`src/rtl/amo_sequencer_if.sv`:
```
// rtl/amo_sequencer_if.sv - single-port memory bus between the AMO sequencer and memory
//
// Signals:
//   mem_req    sequencer -> memory  request, held until mem_ready
//   mem_we     sequencer -> memory  1 = write, 0 = read (valid with mem_req)
//   mem_addr   sequencer -> memory  word-aligned address (0 when idle)
//   mem_wdata  sequencer -> memory  write data (0 when not writing)
//   mem_rdata  memory -> sequencer  read data, valid on a read handshake
//   mem_ready  memory -> sequencer  accept/complete for the current request
`timescale 1ns/1ps
interface amo_sequencer_if;
    logic        mem_req;
    logic        mem_we;
    logic [31:0] mem_addr;
    logic [31:0] mem_wdata;
    logic [31:0] mem_rdata;
    logic        mem_ready;

    modport master (
        output mem_req, mem_we, mem_addr, mem_wdata,
        input  mem_rdata, mem_ready
    );

    modport slave (
        input  mem_req, mem_we, mem_addr, mem_wdata,
        output mem_rdata, mem_ready
    );
endinterface

```
`src/rtl/amo_sequencer.sv`:
```
// rtl/amo_sequencer.sv - multi-cycle RV32A atomic memory operation controller
//
// Read-modify-write of one memory word: read mem[addr], run the old value and
// rs2 through the external ALU, write the result back, return the old value.
//
// Optional feature macro: AMO_LRSC_EN (adds LR/SC with a one-entry reservation).
//
// Parameters:
//   MEM_TIMEOUT  cycles a memory request may wait for mem_ready (1..255)
// Ports:
//   clk, rst_n        clock, asynchronous active-low reset
//   start_i           one-cycle request, sampled only in IDLE
//   funct5_i          AMO type
//   addr_i, rs2_i     rs1 (byte address) and rs2 values
//   busy_o            operation in flight (RD/EXEC/WR)
//   done_o            one-cycle completion pulse
//   err_o             with done: illegal funct5, misaligned address or timeout
//   rd_data_o         with done: old memory value (SC: 0 ok / 1 fail), 0 on error
//   alu_a_o/alu_b_o   ALU operands, 0 outside EXEC
//   alu_op_o          ALU opcode, 0 outside EXEC
//   alu_out_i         combinational ALU result
//   mem               memory bus (master side)
`timescale 1ns/1ps

// ALU opcode encoding; an existing definitions file takes precedence.
`ifndef ALU_ADD
`define ALU_ADD  4'd1
`define ALU_SWAP 4'd2
`define ALU_XOR  4'd3
`define ALU_OR   4'd4
`define ALU_AND  4'd5
`define ALU_MIN  4'd6
`define ALU_MAX  4'd7
`endif

module amo_sequencer #(
    parameter int MEM_TIMEOUT = 255
) (
    input  logic                   clk,
    input  logic                   rst_n,
    input  logic                   start_i,
    input  logic [4:0]             funct5_i,
    input  logic [31:0]            addr_i,
    input  logic [31:0]            rs2_i,
    output logic                   busy_o,
    output logic                   done_o,
    output logic                   err_o,
    output logic [31:0]            rd_data_o,
    output logic [31:0]            alu_a_o,
    output logic [31:0]            alu_b_o,
    output logic [3:0]             alu_op_o,
    input  logic [31:0]            alu_out_i,
    amo_sequencer_if.master        mem
);

    localparam logic [2:0] S_IDLE = 3'd0;
    localparam logic [2:0] S_RD   = 3'd1;
    localparam logic [2:0] S_EXEC = 3'd2;
    localparam logic [2:0] S_WR   = 3'd3;
    localparam logic [2:0] S_DONE = 3'd4;

    localparam logic [4:0] F_ADD  = 5'b00000;
    localparam logic [4:0] F_SWAP = 5'b00001;
    localparam logic [4:0] F_LR   = 5'b00010;
    localparam logic [4:0] F_SC   = 5'b00011;
    localparam logic [4:0] F_XOR  = 5'b00100;
    localparam logic [4:0] F_OR   = 5'b01000;
    localparam logic [4:0] F_AND  = 5'b01100;
    localparam logic [4:0] F_MIN  = 5'b10000;
    localparam logic [4:0] F_MAX  = 5'b10100;
    localparam logic [4:0] F_MINU = 5'b11000;
    localparam logic [4:0] F_MAXU = 5'b11100;

    // Last count value before giving up; the request has then been up MEM_TIMEOUT cycles.
    localparam logic [7:0] TO_LAST = 8'(MEM_TIMEOUT - 1);

    logic [2:0]  state_q, state_d;
    logic [4:0]  funct5_q, funct5_d;
    logic [29:0] addr_q, addr_d;
    logic [31:0] rs2_q, rs2_d;
    logic [31:0] old_q, old_d;
    logic [31:0] new_q, new_d;
    logic        err_q, err_d;
    logic [7:0]  cnt_q, cnt_d;

`ifdef AMO_LRSC_EN
    logic        resv_valid_q, resv_valid_d;
    logic [29:0] resv_addr_q, resv_addr_d;
`endif

    function automatic logic is_legal(input logic [4:0] f);
        case (f)
            F_ADD, F_SWAP, F_XOR, F_OR, F_AND,
            F_MIN, F_MAX, F_MINU, F_MAXU: is_legal = 1'b1;
`ifdef AMO_LRSC_EN
            F_LR, F_SC:                   is_legal = 1'b1;
`endif
            default:                      is_legal = 1'b0;
        endcase
    endfunction

    // Signed MIN/MAX reuse the unsigned ALU comparator: flipping the sign bit
    // maps two's-complement order onto unsigned order and back.
    logic        is_signed;
    logic [31:0] sign_flip;
    logic        in_exec;

    assign is_signed = (funct5_q == F_MIN) || (funct5_q == F_MAX);
    assign sign_flip = {is_signed, 31'd0};
    assign in_exec   = (state_q == S_EXEC);

    always_comb begin
        state_d  = state_q;
        funct5_d = funct5_q;
        addr_d   = addr_q;
        rs2_d    = rs2_q;
        old_d    = old_q;
        new_d    = new_q;
        err_d    = err_q;
        cnt_d    = cnt_q;
`ifdef AMO_LRSC_EN
        resv_valid_d = resv_valid_q;
        resv_addr_d  = resv_addr_q;
`endif
        case (state_q)
            S_IDLE: begin
                if (start_i) begin
                    funct5_d = funct5_i;
                    addr_d   = addr_i[31:2];
                    rs2_d    = rs2_i;
                    old_d    = 32'd0;
                    new_d    = 32'd0;
                    err_d    = 1'b0;
                    cnt_d    = 8'd0;
                    if (!is_legal(funct5_i) || (addr_i[1:0] != 2'b00)) begin
                        err_d   = 1'b1;
                        state_d = S_DONE;
                    end
`ifdef AMO_LRSC_EN
                    else if (funct5_i == F_SC) begin
                        // SC resolves against the reservation without a read.
                        resv_valid_d = 1'b0;
                        if (resv_valid_q && (resv_addr_q == addr_i[31:2])) begin
                            new_d   = rs2_i;
                            state_d = S_WR;
                        end else begin
                            old_d   = 32'd1;
                            state_d = S_DONE;
                        end
                    end
`endif
                    else begin
                        state_d = S_RD;
                    end
                end
            end
            S_RD: begin
                if (mem.mem_ready) begin
                    old_d   = mem.mem_rdata;
                    state_d = S_EXEC;
`ifdef AMO_LRSC_EN
                    if (funct5_q == F_LR) begin
                        resv_valid_d = 1'b1;
                        resv_addr_d  = addr_q;
                        state_d      = S_DONE;
                    end
`endif
                end else if (cnt_q == TO_LAST) begin
                    old_d   = 32'd0;
                    err_d   = 1'b1;
                    state_d = S_DONE;
                end else begin
                    cnt_d = cnt_q + 8'd1;
                end
            end
            S_EXEC: begin
                new_d   = alu_out_i ^ sign_flip;
                cnt_d   = 8'd0;
                state_d = S_WR;
            end
            S_WR: begin
                if (mem.mem_ready) begin
                    state_d = S_DONE;
`ifdef AMO_LRSC_EN
                    if (resv_addr_q == addr_q) begin
                        resv_valid_d = 1'b0;
                    end
`endif
                end else if (cnt_q == TO_LAST) begin
                    old_d   = 32'd0;
                    err_d   = 1'b1;
                    state_d = S_DONE;
                end else begin
                    cnt_d = cnt_q + 8'd1;
                end
            end
            S_DONE: begin
                state_d = S_IDLE;
            end
            default: begin
                state_d = S_IDLE;
            end
        endcase
    end

    always_ff @(posedge clk or negedge rst_n) begin
        if (!rst_n) begin
            state_q  <= S_IDLE;
            funct5_q <= 5'd0;
            addr_q   <= 30'd0;
            rs2_q    <= 32'd0;
            old_q    <= 32'd0;
            new_q    <= 32'd0;
            err_q    <= 1'b0;
            cnt_q    <= 8'd0;
        end else begin
            state_q  <= state_d;
            funct5_q <= funct5_d;
            addr_q   <= addr_d;
            rs2_q    <= rs2_d;
            old_q    <= old_d;
            new_q    <= new_d;
            err_q    <= err_d;
            cnt_q    <= cnt_d;
        end
    end

`ifdef AMO_LRSC_EN
    always_ff @(posedge clk or negedge rst_n) begin
        if (!rst_n) begin
            resv_valid_q <= 1'b0;
            resv_addr_q  <= 30'd0;
        end else begin
            resv_valid_q <= resv_valid_d;
            resv_addr_q  <= resv_addr_d;
        end
    end
`endif

    // Outputs decode straight from state so an asynchronous reset drops the bus at once.
    assign mem.mem_req   = (state_q == S_RD) || (state_q == S_WR);
    assign mem.mem_we    = (state_q == S_WR);
    assign mem.mem_addr  = mem.mem_req ? {addr_q, 2'b00} : 32'd0;
    assign mem.mem_wdata = (state_q == S_WR) ? new_q : 32'd0;

    assign busy_o    = (state_q == S_RD) || (state_q == S_EXEC) || (state_q == S_WR);
    assign done_o    = (state_q == S_DONE);
    assign err_o     = done_o && err_q;
    assign rd_data_o = (done_o && !err_q) ? old_q : 32'd0;

    assign alu_a_o = in_exec ? (old_q ^ sign_flip) : 32'd0;
    assign alu_b_o = in_exec ? (rs2_q ^ sign_flip) : 32'd0;

    always_comb begin
        alu_op_o = 4'd0;
        if (in_exec) begin
            case (funct5_q)
                F_ADD:         alu_op_o = `ALU_ADD;
                F_SWAP:        alu_op_o = `ALU_SWAP;
                F_XOR:         alu_op_o = `ALU_XOR;
                F_OR:          alu_op_o = `ALU_OR;
                F_AND:         alu_op_o = `ALU_AND;
                F_MIN, F_MINU: alu_op_o = `ALU_MIN;
                F_MAX, F_MAXU: alu_op_o = `ALU_MAX;
                default:       alu_op_o = 4'd0;
            endcase
        end
    end

endmodule

```
`src/flat_wrapper.sv`:
```
// flat-port wrapper written by rule: the top's interface ports become plain ports
module amo_sequencer_flat 
#(
    parameter int MEM_TIMEOUT = 255
)
  (clk, rst_n, start_i, funct5_i, addr_i, rs2_i, busy_o, done_o, err_o, rd_data_o, alu_a_o, alu_b_o, alu_op_o, alu_out_i, mem_mem_req, mem_mem_we, mem_mem_addr, mem_mem_wdata, mem_mem_rdata, mem_mem_ready);
  amo_sequencer_if mem_i ();
  input  logic clk;
  input  logic rst_n;
  input  logic start_i;
  input  logic [4:0] funct5_i;
  input  logic [31:0] addr_i;
  input  logic [31:0] rs2_i;
  output logic busy_o;
  output logic done_o;
  output logic err_o;
  output logic [31:0] rd_data_o;
  output logic [31:0] alu_a_o;
  output logic [31:0] alu_b_o;
  output logic [3:0] alu_op_o;
  input  logic [31:0] alu_out_i;
  output wire logic [$bits(mem_i.mem_req)-1:0] mem_mem_req;
  output wire logic [$bits(mem_i.mem_we)-1:0] mem_mem_we;
  output wire logic [$bits(mem_i.mem_addr)-1:0] mem_mem_addr;
  output wire logic [$bits(mem_i.mem_wdata)-1:0] mem_mem_wdata;
  input wire logic [$bits(mem_i.mem_rdata)-1:0] mem_mem_rdata;
  input wire logic [$bits(mem_i.mem_ready)-1:0] mem_mem_ready;
  assign mem_mem_req = mem_i.mem_req;
  assign mem_mem_we = mem_i.mem_we;
  assign mem_mem_addr = mem_i.mem_addr;
  assign mem_mem_wdata = mem_i.mem_wdata;
  assign mem_i.mem_rdata = mem_mem_rdata;
  assign mem_i.mem_ready = mem_mem_ready;
  amo_sequencer #(.MEM_TIMEOUT(MEM_TIMEOUT)) u_core (.clk(clk), .rst_n(rst_n), .start_i(start_i), .funct5_i(funct5_i), .addr_i(addr_i), .rs2_i(rs2_i), .busy_o(busy_o), .done_o(done_o), .err_o(err_o), .rd_data_o(rd_data_o), .alu_a_o(alu_a_o), .alu_b_o(alu_b_o), .alu_op_o(alu_op_o), .alu_out_i(alu_out_i), .mem(mem_i));
endmodule
```
`config.mk`:
```
export PLATFORM = sky130hd
export DESIGN_NAME = amo_sequencer_flat
export DESIGN_NICKNAME = d
export VERILOG_FILES = /design/src/rtl/amo_sequencer_if.sv /design/src/rtl/amo_sequencer.sv /design/src/flat_wrapper.sv
export SDC_FILE = /design/constraint.sdc
export NUM_CORES = 1
export LEC_CHECK = 0
export ABC_AREA = 1
export CAP_MARGIN = 15
export CORE_MARGIN = 3
export CORE_UTILIZATION = 45
export DETAILED_ROUTE_END_ITERATION = 6
export GPL_TIMING_DRIVEN = 0
export HOLD_SLACK_MARGIN = 0.1
export PLACE_DENSITY = 0.86
export SYNTH_ARGS = -nofsm -noshare
export SYNTH_HDL_FRONTEND = slang
export SYNTH_SLANG_ARGS = --single-unit
```
`constraint.sdc`:
```
create_clock -name clk -period 4.41 [get_ports clk]
set_input_delay 1.1025 -clock clk [delete_from_list [all_inputs] [get_ports clk]]
set_output_delay 1.1025 -clock clk [all_outputs]
set_load 0.02 [all_outputs]
```
### Word level (Yosys, flattened, before mapping)

Memory sizes are Yosys's and may differ from the RTL's.
Cells that the tools add are included.

* add/subtract/negate cells: 1
* equal/unequal tests: 12
* mux-type cells: 29
* bitwise gates (word level): 3
* reduce and logical (&&, ||, !) cells: 21

Operator list (number)
* two-way mux 32 bit: 9
* case mux 32 bit (3 select lines): 1
* XOR 32 bit: 3
* case mux 32 bit (2 select lines): 1
* two-way mux 8 bit: 3
* case mux 8 bit (3 select lines): 1
* two-way mux 3 bit: 5
* case mux 3 bit (4 select lines): 1
* equality test 5 bit (second input constant): 2
* adder 8 x 1 -> 8 bit (second input constant): 1
* equality test 8 bit (second input constant): 1
* != test 2 bit (second input constant): 4
* AND reduction 4 bit: 2
* equality test 3 x 2 -> 1 bit (second input constant): 2
* two-way mux 1 bit: 6
* nonzero test 2 bit: 3
* nonzero test 3 bit: 2
* logical OR 1 bit: 5
* two-way mux 4 bit: 1
* AND reduction 2 bit: 2
* equality test 3 x 1 -> 1 bit (second input constant): 1
* equality test 3 bit (second input constant): 1
* logical NOT 3 bit: 1
* AND reduction 3 bit: 1
* 5 further kinds: 7

* register bits after elaboration: 143
* memory bits (read-only): 128
* logic and storage cells: 76
* memories: 2

Memories
* (no name shown): words 32, width 3, rd ports 1, clocked after Yosys merged registers in 0, wr ports 0, line amo_sequencer.sv:257 `case (funct5_q)`
* (no name shown): words 32, width 1, rd ports 1, clocked after Yosys merged registers in 0, wr ports 0, line amo_sequencer.sv:92 `case (f)`

### Longest topological paths before layout

Gate-level depths: netlist of run 1.
An unclocked memory read counts as a cell.

* word-level depth: 8
* gate-level depth with buffers: 10
* gate-level depth less buffers: 9

### Least setup slack after synthesis of run 1

Ideal clock, no wire load.

* path kind: register -> output
* from: register u_core.state_q[2]
* to: output port mem_mem_wdata[10]
* arrival time: 1.563 ns
* slack: 1.745 ns
* stages on the path, launching flop included: 8
* path buffers: 2
* cells stage by stage: dfrtp_1 -> inv_2 -> nand2_1 -> buf_2 -> nor2_2 -> inv_1 -> buf_2 -> nor2_1

* longest elaborated chain between the ends: 2

RTL lines
* from (decl): line amo_sequencer.sv:77 `logic [2:0] state_q, state_d;`
* from (signal assigned): line amo_sequencer.sv:217 `state_q <= state_d;`
* equality test 3 x 2 -> 1 bit
* via mem_mem_we: line flat_wrapper.sv:23 `output wire logic [$bits(mem_i.mem_we)-1:0] mem_mem_we;`
* two-way mux 32 bit: line amo_sequencer.sv:244 `assign mem.mem_wdata = (state_q == S_WR) ? new_q : 32'd0;`
* to (decl): line flat_wrapper.sv:25 `output wire logic [$bits(mem_i.mem_wdata)-1:0] mem_mem_wdata;`

The timed path passes the listed nets, and every way through them passes these cells.

### Worst setup path after layout of run 1

* from: register u_core.state_q[2]
* to: output port alu_b_o[26]

* longest elaborated chain between the ends: 2

RTL lines
* equality test 3 x 2 -> 1 bit: line amo_sequencer.sv:110 `assign in_exec = (state_q == S_EXEC);`
* two-way mux 32 bit: line amo_sequencer.sv:252 `assign alu_b_o = in_exec ? (rs2_q ^ sign_flip) : 32'd0;`
* to (decl): line flat_wrapper.sv:19 `output logic [31:0] alu_b_o;`

Every way passes these cells.

==> results of run 1 <==
-- critical path: stages (launching register included) --
cell	delay [ns]
dfrtp_1	0.43
nor3_2	0.64
inv_2	0.08
buf_2	0.24
buf_2	0.23
nor2_1	0.17
clkdlybuf4s50_1	0.64
-- power groups by stage --
stage / clock [mW] / sequential, mW / combinational, mW
2_1_floorplan: 0 / 1.94 / 1.14
3_3_place_gp: 0 / 1.96 / 1.75
3_5_place_dp: 0 / 1.98 / 1.81
4_1_cts: 1.55 / 1.96 / 1.83
5_1_grt: 1.61 / 2.01 / 2.05
6_report: 1.53 / 1.96 / 1.82
-- cells in the final DEF, fill, tap and decap left out, types with 6 or more instances in the layout --
cell               n
clkbuf_16         17
nand3_1           13
clkbuf_1           8
buf_2             23
dfrtp_1          143
clkdlybuf4s50_1  301
nor2_1           177
nand2_1          241
o21ai_0          108
clkinvlp_4         6
inv_1            143
buf_4              9
-- cell families after synthesis --
family	count (synthesis)
adder cells (fa/ha/maj)	2
other	1
XOR/XNOR	3
flip-flops	143
AO/OA/AOI/OAI	115
AND/OR/NAND/NOR	442
buffers and inverters	194
-- routing by layer --
layer  global-route usage (%)  routed length (um)
met4                     9.68                 603
met2                     44.0               10900
met1                     31.7                8640
met3                     5.73                1410
met5                        0                   0
-- state kept, by name, indices dropped and copies added, names as in the netlist --
register / flops
u_core.new_q: 32
u_core.cnt_q: 8
u_core.rs2_q: 32
u_core.state_q: 3
u_core.funct5_q: 5
u_core.old_q: 32
u_core.err_q: 1
u_core.addr_q: 30
-- cell type report --
class	instances	share of cell area [%]
Tap cell	184	2.16
Inverter	147	5.17
Buffer	47	2.46
Timing Repair Buffer	303	28.6
Multi-Input combinational cell	565	22.1
Clock inverter	15	1.96
Clock buffer	17	3.99
Sequential cell	143	33.6
-- final timing paths --
path,depth (start not counted),end,startpoint,slack (ns)
setup reg to reg,5,u_core.new_q[15],u_core.state_q[2],2.54
setup / recovery,6,alu_b_o[26],u_core.state_q[2],0.47
min in group asynchronous,1,u_core.new_q[20],rst_n,0.63
max in group asynchronous,2,u_core.rs2_q[1],rst_n,2.96
hold reg to reg,2,u_core.old_q[16],u_core.old_q[16],0.47
hold / removal,2,u_core.old_q[16],u_core.old_q[16],0.47
==> metrics.md, run 1 <==
| Metric | Value |
|---|---|
| Outcome | `finished clean` |
| Htree depth | `4` |
| Synth area leaders | `dfrtp_1, nand2_1, nor2_1, o21ai_0, inv_1` |
| Multi-input logic area | `2350 um2` |
| Combinational share of power | `34.2%` |
| Detailed Route Iter0 Violations | `444` |
| Psw | `1.91 mW` |
| Multiplexer share of the synthesized area | `0%` |
| IO buf count | `302` |
| Residual DRC | `0` |
| Slew HR | `49.8%` |
| Final setup vio count | `0` |
| Share of cells above drive strength 1 | `6.47%` |
| DRT antenna net count | `0` |
| Cts hold-fix bufs | `0` |
| Fin area | `10700 um2` |
| Adder-Cell Fraction of Synth Area | `0.371%` |
| Clock skew | `0.00764 ns` |
| Min Tclk post-route | `3.94 ns` |
| Postcts setup bufs | `0` |
| Initial antenna violation count | `0` |
| Final hold vios | `0` |
| Fin Hold WS | `0.473 ns` |
| Tcrit/Tclk final | `89.4%` |
| FF/Latch Area | `3580 um2` |
| CTS sink count | `143` |
| Post-synth top cells | `nand2_1, nor2_1, dfrtp_1, inv_1, o21ai_0` |
| Max Freq | `0.254 GHz` |
| Most numerous cell in the Yosys netlist | `nand2_1` |
| Starting Density | `46.2%` |
| Longest Clk Path Bufs | `2` |
| Diodes inserted | `0` |
| Gpl congestion | `0.865` |
| Setup_tns | `0 ns` |
| Slew @ Worst Pin | `0.749 ns` |
| Number of enable flip-flop cells after synthesis | `0` |
| Crit-path max FO | `10` |
| Total power | `5.31 mW` |
| DR WL/cell | `15.2 um` |
| CTS buffer count | `17` |
| Final Net Count | `1363` |
| CP Launch Type | `flop` |
| Die ar. | `16500 um2` |
| Simple-gate share of the synthesized area | `25.4%` |
| Largest area contributor in the netlist | `dfrtp_1` |
| Final Non-Filler Cells | `1421` |
| Post-DP HPWL | `16100 um` |
| Synth Area in XOR/XNOR | `0.390%` |
| Layout area overhead | `58.2%` |
| Synthesized area | `6740 um2` |
| GRT Util Overall | `25.6%` |
| Worst VDD drop | `0.296 mV` |
| Final WS setup | `0.468 ns` |
| Final core utilization | `73.1%` |
| Yosys reg bits | `143` |
| Endpoint arrival time on the critical path | `2.84 ns` |
| Top cell type's share of synthesized area | `53.1%` |
| Vias per cell | `4.71` |
| Vias in the first global route | `6591` |
| Die W | `128 um` |
| RSZ-0062 raised after global routing | `no` |
| TritonCTS clock tree | `done` |
| Clock share of power | `28.8%` |
| Complex-gate fraction of the synthesized area | `8.60%` |
| CTS resizes | `0` |
| Layout filler cell count | `1080` |
| Total grt overflow | `0` |
| Clk root buf | `clkbuf_16` |
| Cell row count | `44` |
| Largest net degree at the start of global routing | `89` |
| Sw Share | `35.9%` |
| Vias post-DR | `6694` |
| Worst skew pair latency | `0.42 ns` |
| Setup WS pre-CTS | `0.875 ns` |
| Dpl cell area | `10000 um2` |
| Total of warnings raised by yosys | `0` |
| Hold Path Class | `reg2reg` |
| Avg Cell Area, Syn | `7.49 um2` |
| WL final | `21500 um` |
| Sequential group share of total power | `37.0%` |
| Main synth FF type | `dfrtp_1` |
| Ys async rst share | `100%` |
| Slew Viols, Final | `0` |
| Power Dens Cells | `498 nW/um2` |
| Gate Count Post-Synth | `900` |
| Clock Pin Slew Worst Setup and Hold Paths | `0.06 ns` |
| # IOs | `306` |
| Yosys cell types | `27` |
| Internal power | `3.40 mW` |
| Sequential area share after synthesis | `53.1%` |
| Global-route wire length before repair | `33300 um` |
| Leakage power | `4.74 nW` |
| First drt pass iteration count | `5` |
| Core box area | `14600 um2` |
| CP endpoint kind | `output pin` |
| Largest family of logic cells by synthesized area | `simple AND/OR/NAND/NOR gates` |
| Max Cap Viol | `0` |
| WP data required | `3.31 ns` |
| Die Y | `128 um` |
| Worst setup path class | `reg2out` |
| Placed cell count | `1389` |
Power figures use the tool's default switching activity.
==> inputs of run 2 (changes only) <==
CORE_UTILIZATION = 38   (was 45)
PLACE_DENSITY = 0.77   (was 0.86)
clock period = 3.2 ns   (was 4.41 ns; I/O delays follow)
==> metrics.md, run 2 (synthesis results as in run 1) <==
| Metric | Value |
|---|---|
| Outcome | `finished clean` |
| Min Tclk post-route | `3.06 ns` |
| Global-route wire length before repair | `34500 um (+3.9%)` |
| IO buf count | `302 (unchanged)` |
| WL final | `21400 um (-0.73%)` |
| Power Dens Cells | `681 nW/um2 (+37%)` |
| R2R Path End | `u_core.rs2_q[23]` |
| CP endpoint kind | `output pin` |
| Core box area | `17400 um2 (+19%)` |
| CTS buffer count | `17 (unchanged)` |
| Final Net Count | `1364 (+0.073%)` |
| Layout area overhead | `58.7%` |
| Detailed Route Iter0 Violations | `228 (-49%)` |
| Cts hold-fix bufs | `0 (unchanged)` |
| Dpl cell area | `10100 um2 (+0.51%)` |
| Crit-path max FO | `10 (unchanged)` |
| Largest registers in the final layout | `u_core.new_q: 32 flops, u_core.old_q: 32 flops, u_core.rs2_q: 32 flops` |
| Max incr delay on CP | `0.66 ns (+0.02 ns)` |
| Initial antenna violation count | `2 (+2)` |
| DR WL/cell | `14.6 um (-3.6%)` |
| Max Freq | `0.327 GHz` |
| Residual DRC | `0 (unchanged)` |
| Crit-path cells | `inv_2, nand2_1, buf_2, buf_2, nor2_1, clkdlybuf4s50_1` |
| Reg2reg setup slack | `1.40 ns (-1.14 ns)` |
| Vias in the first global route | `6642 (+0.77%)` |
| Setup WS pre-CTS | `-0.103 ns (-0.978 ns)` |
| Slew @ Worst Pin | `0.545 ns (-0.203 ns)` |
| DRT antenna net count | `0 (unchanged)` |
| Share of cells above drive strength 1 | `7.75% (+1.3 points)` |
| CTS sink count | `143 (unchanged)` |
| Final setup vio count | `0 (unchanged)` |
| Most common cell after layout, fill and taps aside | `nand2_1` |
| Htree depth | `4 (unchanged)` |
| Die ar. | `19400 um2 (+18%)` |
| Final WS setup | `0.143 ns (-0.325 ns)` |
| Clock Pin Slew Worst Setup and Hold Paths | `0.06 ns (about the same)` |
| Slew HR | `63.6% (+14 points)` |
| Gpl congestion | `0.850 (-1.7%)` |
| RSZ-0062 raised after global routing | `no` |
| Fin area | `10700 um2 (+0.31%)` |
| First drt pass iteration count | `5 (unchanged)` |
| Cell row count | `48 (+9.1%)` |
| Die W | `139 um (+8.4%)` |
| Post-DP HPWL | `16100 um (-0.11%)` |
| # IOs | `306 (unchanged)` |
| Starting Density | `38.8% (-7.4 points)` |
| Tcrit/Tclk final | `95.5%` |
| Worst path slowest cell | `clkdlybuf4s50_1` |
| Worst skew pair latency | `0.42 ns (about the same)` |
| Leakage power | `5.77 nW (+22%)` |
| WP data required | `2.40 ns (-0.91 ns)` |
| Clk root buf | `clkbuf_16` |
| GRT Util Overall | `22.2% (-3.4 points)` |
| Final hold vios | `0 (unchanged)` |
| Final core utilization | `61.6% (-11 points)` |
| Critical path's most frequent cell | `buf_2` |
| Slew Viols, Final | `0 (unchanged)` |
| Reg-to-Reg Start | `u_core.state_q[0]` |
| Longest Clk Path Bufs | `2 (unchanged)` |
| Register-to-Register Path Depth | `6 (+1)` |
| Clock skew | `0.00814 ns (+0.000497 ns)` |
| Endpoint arrival time on the critical path | `2.26 ns (-0.58 ns)` |
| CP Launch Type | `flop` |
| Worst VDD drop | `0.398 mV (+34%)` |
| Largest net degree at the start of global routing | `88 (-1.1%)` |
| Worst setup path class | `reg2out` |
| Fin Hold WS | `0.346 ns (-0.128 ns)` |
| Max Cap Viol | `0 (unchanged)` |
| Hold Path Class | `in2async` |
| Total grt overflow | `0 (unchanged)` |
| Most frequent cells in the layout | `nand2_1, clkdlybuf4s50_1, nor2_1` |
| Vias per cell | `4.53 (-3.9%)` |
| TritonCTS clock tree | `done` |
| Vias post-DR | `6625 (-1.0%)` |
| Die Y | `139 um (+8.4%)` |
[run 2: per-layer routing]
layer  wire length [um]  GRT usage, %  part of all wire, %
met5                 13             0                0.061
met4                807          9.63                  3.8
met3               1110          5.17                  5.2
met2              10300          36.6                   48
met1               9190          28.1                   43
[run 2: metrics by stage]
step | cells | TNS (ns) | power, mW
6_report | 1464 | 0 | 7.28
5_1_grt | 1464 | 0 | 7.83
4_1_cts | 1463 | 0 | 7.35
3_5_place_dp | 1430 | -1.72 | 5.22
3_3_place_gp | 1429 | -644.48 | 5.15
2_1_floorplan | 902 | 0 | 4.24
[run 2: worst max path at each step]
stage / from / end / slack [ns]
global placement: rst_n / u_core.addr_q[18] / -4.51
floorplan: u_core.state_q[2] / mem_mem_wdata[10] / 0.84
finish: u_core.state_q[2] / mem_mem_addr[25] / 0.14
global route: u_core.state_q[1] / alu_b_o[31] / 0.008
CTS: u_core.state_q[1] / alu_a_o[23] / 0.0002
detailed placement: u_core.state_q[2] / alu_b_o[30] / -0.10
[run 2: area by class of cell]
type / count / area, um2
antenna: 1 / 2.50
inverter: 147 / 552
clock inverter: 13 / 185
multi-input combinational: 565 / 2360
sequential: 143 / 3580
tap: 225 / 282
timing repair buffer: 304 / 3020
buffer: 47 / 275
fill: 1577 / 6660
clock buffer: 19 / 443
[run 2: what timing repair did]
action | in CTS | in global routing
endpoints found under the hold margin | 0 | 0
pin swaps | 1 | 0
setup buffers | 1 | 0
resized for setup | 88 | 58
setup endpoints to repair | 127 | 82
[run 2: power breakdown]
| part | total, mW | leakage [nW] | switching (mW) | internal (mW) |
|---|---|---|---|---|
| registers | 2.70 | 1.87 | 0.224 | 2.47 |
| clock network | 2.10 | 0.304 | 0.776 | 1.33 |
| logic | 2.48 | 3.59 | 1.59 | 0.888 |
| total | 7.28 | 5.77 | 2.59 | 4.69 |
[run 2: worst max-delay path: cells and delay by family (launching register included)]
kind,cells,cell delay (ns)
simple gates,2,0.21
flops,1,0.46
buf+inv,4,1.17
